### src/rtl/board_reader.sv
// board_reader: snapshots a 64-cell board and streams it out one 8-bit row at a
// time over a valid/ready handshake, counting the set cells as the rows go out.
//
// Parameter
//   SCAN_DOWN  0: rows go out 0..7, 1: rows go out 7..0
//
// Ports
//   clk        sole clock, rising edge
//   reset      synchronous, active-high; aborts any readout in progress
//   start      request a snapshot and readout (only honoured while idle)
//   cells      board contents, row k = cells[8k+7:8k]
//   row_ready  downstream accepts the presented row
//   row_valid  row_sel/row_val hold a valid row
//   row_sel    index of the presented row
//   row_val    contents of the presented row
//   busy       a readout is in progress (SEND or DONE)
//   done       one-cycle pulse closing a readout
//   pop_count  number of set cells in the last completed readout (0..64)
module board_reader #(
    parameter int unsigned SCAN_DOWN = 0
) (
    input  logic        clk,
    input  logic        reset,
    input  logic        start,
    input  logic [63:0] cells,
    input  logic        row_ready,
    output logic        row_valid,
    output logic [2:0]  row_sel,
    output logic [7:0]  row_val,
    output logic        busy,
    output logic        done,
    output logic [6:0]  pop_count
);

    localparam logic [2:0] FirstRow = (SCAN_DOWN != 0) ? 3'd7 : 3'd0;
    localparam logic [2:0] LastRow  = (SCAN_DOWN != 0) ? 3'd0 : 3'd7;

    typedef enum logic [1:0] {
        StIdle,
        StSend,
        StDone
    } state_e;

    state_e      state_q;
    logic [63:0] snap_q;
    logic [2:0]  idx_q;
    logic [6:0]  acc_q;
    logic        row_valid_q;
    logic [7:0]  row_val_q;
    logic        busy_q;
    logic        done_q;
    logic [6:0]  pop_count_q;

    logic [2:0]  idx_next;
    logic        last_row;
    logic [3:0]  row_ones;
    logic [6:0]  acc_sum;

    function automatic logic [3:0] popcount8(input logic [7:0] v);
        logic [3:0] n;
        n = 4'd0;
        for (int i = 0; i < 8; i++) begin
            n = n + {3'd0, v[i]};
        end
        return n;
    endfunction

    function automatic logic [7:0] row_of(input logic [63:0] board, input logic [2:0] idx);
        return board[{idx, 3'b000} +: 8];
    endfunction

    always_comb begin
        idx_next = (SCAN_DOWN != 0) ? idx_q - 3'd1 : idx_q + 3'd1;
        last_row = (idx_q == LastRow);
        row_ones = popcount8(row_val_q);
        // At most 64 ones over a readout, so 7 bits never overflow.
        acc_sum  = acc_q + {3'd0, row_ones};
    end

    always_ff @(posedge clk) begin
        if (reset) begin
            state_q     <= StIdle;
            snap_q      <= 64'd0;
            idx_q       <= 3'd0;
            acc_q       <= 7'd0;
            row_valid_q <= 1'b0;
            row_val_q   <= 8'd0;
            busy_q      <= 1'b0;
            done_q      <= 1'b0;
            pop_count_q <= 7'd0;
        end else begin
            done_q <= 1'b0;
            unique case (state_q)
                StIdle: begin
                    if (start) begin
                        snap_q      <= cells;
                        acc_q       <= 7'd0;
                        idx_q       <= FirstRow;
                        // First row is taken from the live input, which is exactly
                        // what lands in the snapshot on this edge.
                        row_val_q   <= row_of(cells, FirstRow);
                        row_valid_q <= 1'b1;
                        busy_q      <= 1'b1;
                        state_q     <= StSend;
                    end
                end
                StSend: begin
                    // row_valid is always high here, so ready alone means transfer.
                    if (row_ready) begin
                        acc_q <= acc_sum;
                        if (last_row) begin
                            // Index stays on the final row rather than wrapping.
                            row_valid_q <= 1'b0;
                            done_q      <= 1'b1;
                            pop_count_q <= acc_sum;
                            state_q     <= StDone;
                        end else begin
                            idx_q     <= idx_next;
                            row_val_q <= row_of(snap_q, idx_next);
                        end
                    end
                end
                StDone: begin
                    busy_q  <= 1'b0;
                    state_q <= StIdle;
                end
                default: begin
                    state_q <= StIdle;
                end
            endcase
        end
    end

    assign row_valid = row_valid_q;
    assign row_sel   = idx_q;
    assign row_val   = row_val_q;
    assign busy      = busy_q;
    assign done      = done_q;
    assign pop_count = pop_count_q;

endmodule

### config.mk
export PLATFORM = sky130hd
export DESIGN_NAME = board_reader
export DESIGN_NICKNAME = d
export VERILOG_FILES = /design/src/rtl/board_reader.sv
export SDC_FILE = /design/constraint.sdc
export NUM_CORES = 1
export LEC_CHECK = 0
export BUFFER_PORTS_ARGS = -buffer_cell sky130_fd_sc_hd__buf_2
export CAP_MARGIN = 10
export CORE_UTILIZATION = 55
export CTS_BUF_LIST = sky130_fd_sc_hd__clkbuf_16
export DETAILED_ROUTE_END_ITERATION = 12
export GPL_TIMING_DRIVEN = 0
export HOLD_SLACK_MARGIN = 0.1
export PLACE_DENSITY_LB_ADDON = 0.1
export SYNTH_ARGS = -nofsm -noshare
export SYNTH_HDL_FRONTEND = slang
export SYNTH_SLANG_ARGS = --single-unit
### constraint.sdc
create_clock -name clk -period 5.7 [get_ports clk]
set_input_delay 0.285 -clock clk [delete_from_list [all_inputs] [get_ports clk]]
set_output_delay 0.285 -clock clk [all_outputs]
set_load 0.02 [all_outputs]
==> flow_summary.toml <==
[run_status]
outcome = "finished clean"

[power]
combPwrFrac_pct = 13.5
p_leak_nw = 2.16
power.total_mw = 1.46
p_sw_share_pct = 26.9
pwr-share-seq_pct = 48.9
ir_worst_vdd_mv = 0.185
p_per_area_mw_per_mm2 = 286
internal-power_mw = 1.07
p_switching_mw = 0.393
pwr-share-clk_pct = 37.6

[synth]
async_flop_share_pct = 0
synth_area_leader_cell = "dfxtp_1"
yosys_warnings = 0
synthFlopType = "dfxtp_1"
synthCells = 483
synthTopCellsByCount = "nand2_1, dfxtp_1, a21oi_1"
synth_top_area_share_pct = 43.9
synth_area_leaders = "dfxtp_1, nand2_1, a21oi_1, mux4_2, fa_1"
synth-seq-cells = 94
netlist_area_sq_mm = 0.00428
syn_avg_cell_area_sq_um = 8.87
synth_most_common_cell = "nand2_1"
synthesis.nets = 564
synth_edf_count = 0
ys_seq_area_share_pct = 43.9
yosysUniqueCellTypes = 47

[cells_and_area]
multi_input_area_sq_mm = 0.00215
synthToLayoutAreaGrowth_pct = 19.4
n_antenna_cell = 0
fin_nets = 663
ff_latch_area_sq_mm = 0.00188
drive_above_1_share_pct = 25.2
nFillCells = 630

[detailed_routing]
drt_wl_total_mm = 11.0
first_pass_iters = 7
drcViolationCount = 0
wl_per_cell_um = 16.0
drt-initial-drc-count = 262
via_count = 3888
antenna_left = 0
vias_per_cell = 5.67

[worst_setup_path]
crit_path_start_kind = "flip-flop"
critPathKind = "reg2reg"
cp.required_ns = 5.94
crit_arrival_ns = 3.85
cp-end-kind = "flip-flop"
critPathMaxFanout = 3

[grt]
grtUsageTotal_pct = 28.0
grt_max_degree = 16
grt_pass1_vias = 3601
gr-total-overflow = 0
grt_pass1_wl_mm = 17.6
antenna_found_initial = 0

[clocking]
htreeDepth = 3
clock_insertion_delay_worst_skew_ns = 0.35
cts_tree = "yes"
numCtsBuffers = 9
hold_buffers = 0
cts_setup_buffers = 0
ctsLongestPathBuffers = 2
clock_sinks = 94
clockRootBuffer = "clkbuf_16"
cts_resized = 0
clk_pin_slew_ns = 0.07

[timing]
fin_tns_setup_ns = 0
rsz0062_at_grt = "no"
finClkSkew_ns = 0.00517
post-route-period-util_pct = 63.3
worst-slew-pin-transition_ns = 0.668
slew_violations = 0
min_period_ns = 3.61
final-hold-violation-count = 0
fmax_mhz = 277
maxSlewHeadroom_pct = 55.5
setup-violations-final = 0

[floorplan]
core_area_sq_mm = 0.00741
die_w_um = 90.2
rows = 31
die_h_um = 90.2
start_util_pct = 57.8
dieArea_sq_mm = 0.00814
io_pins = 89

[placement]
dp_hpwl_mm = 7.96
gp_congestion = 0.836
io_buffers = 88

[min_path]
hold_class = "in2reg"

[job]
max-cap-violations = 0
[sequential cells by signal, summed over array words and instances, names as in the netlist]
| register | cells |
|---|---|
| snap_q | 64 |
| acc_q | 7 |
| busy | 1 |
| row_valid | 1 |
| state_q | 2 |
| row_sel | 3 |
| row_val | 8 |
| pop_count | 7 |
| done | 1 |
[area by class of cell]
type / instances / share of cell area [%]
Tap cell: 99 / 2.42
Inverter: 11 / 0.807
Clock inverter: 7 / 0.807
Clock buffer: 9 / 4.40
Multi-Input combinational cell: 346 / 42.1
Buffer: 32 / 4.09
Timing Repair Buffer: 88 / 8.61
Sequential cell: 94 / 36.8
[worst max-delay path, stage by stage, from the launching register on]
cell and delay [ns]:
dfxtp_1 0.34, fa_1 0.53, inv_1 0.05, fa_1 0.49
fa_1 0.43, fa_1 0.42, fa_1 0.41, nor2b_1 0.17
o21ai_0 0.14, a2111o_1 0.43, o311ai_0 0.09
[path summary, 6_finish.rpt]
path	end	depth (start not counted)	startpoint	slack (ns)
min reg2reg	snap_q[50]	2	snap_q[50]	0.45
max	pop_count[4]	10	row_val[0]	2.09
min	snap_q[25]	3	cells[25]	0.16
max reg2reg	pop_count[4]	10	row_val[0]	2.09
[power groups by stage]
| stage | sequential [mW] | combinational (mW) | clock (mW) |
|---|---|---|---|
| 2_1_floorplan | 0.727 | 0.125 | 0 |
| 3_3_place_gp | 0.727 | 0.191 | 0 |
| 3_5_place_dp | 0.729 | 0.195 | 0 |
| 4_1_cts | 0.714 | 0.196 | 0.550 |
| 5_1_grt | 0.718 | 0.217 | 0.575 |
| 6_report | 0.715 | 0.197 | 0.549 |
[stage by stage]
step                      instances  util [%]  instance area [sq um]  setup WS, ns  hold slack [ns]
after global routing            686      69.0                   5110          1.94            0.172
after global placement          670      65.4                   4850          2.11            0.439
after CTS                       686      69.0                   5110          2.08            0.168
after floorplan                 483         -                   4280          2.19            0.418
final                           686      69.0                   5110          2.09            0.160
after detailed placement        670      65.4                   4850          2.10            0.445
[cells by family (layout without fill, tap and decap cells)]
group / Yosys count / in the layout / synth area share (%)
muxes: 16 / 16 / 8.41
and+or+nand+nor: 213 / 213 / 22.8
xor gates and xnor gates: 2 / 2 / 0.409
adders and majority gates: 13 / 13 / 4.67
buffers and inverters: 43 / 147 / 5.84
DFF: 94 / 94 / 43.9
AOI/OAI and AO/OA: 102 / 102 / 13.9
[routing by layer]
metal	track usage (%)	wire, um
met5	0	0
met1	35.7	4610
met4	10.9	238
met3	6.26	868
met2	46.2	5290
[placed cells by master, fill, tap and decap left out, types with 3 or more instances in the layout]
cell type    n
a211oi_1     3
a21oi_1     72
a32oi_1      8
buf_2       96
buf_4        9
buf_6        6
clkbuf_1     7
clkbuf_16    9
dfxtp_1     94
fa_1         5
ha_1         8
inv_1       11
mux4_2      16
nand2_1    143
nand3_1     20
nand3b_1     5
nor2_1      16
nor2b_1      6
nor3_1       6
o21ai_0      4
Power figures use the tool's default switching activity.
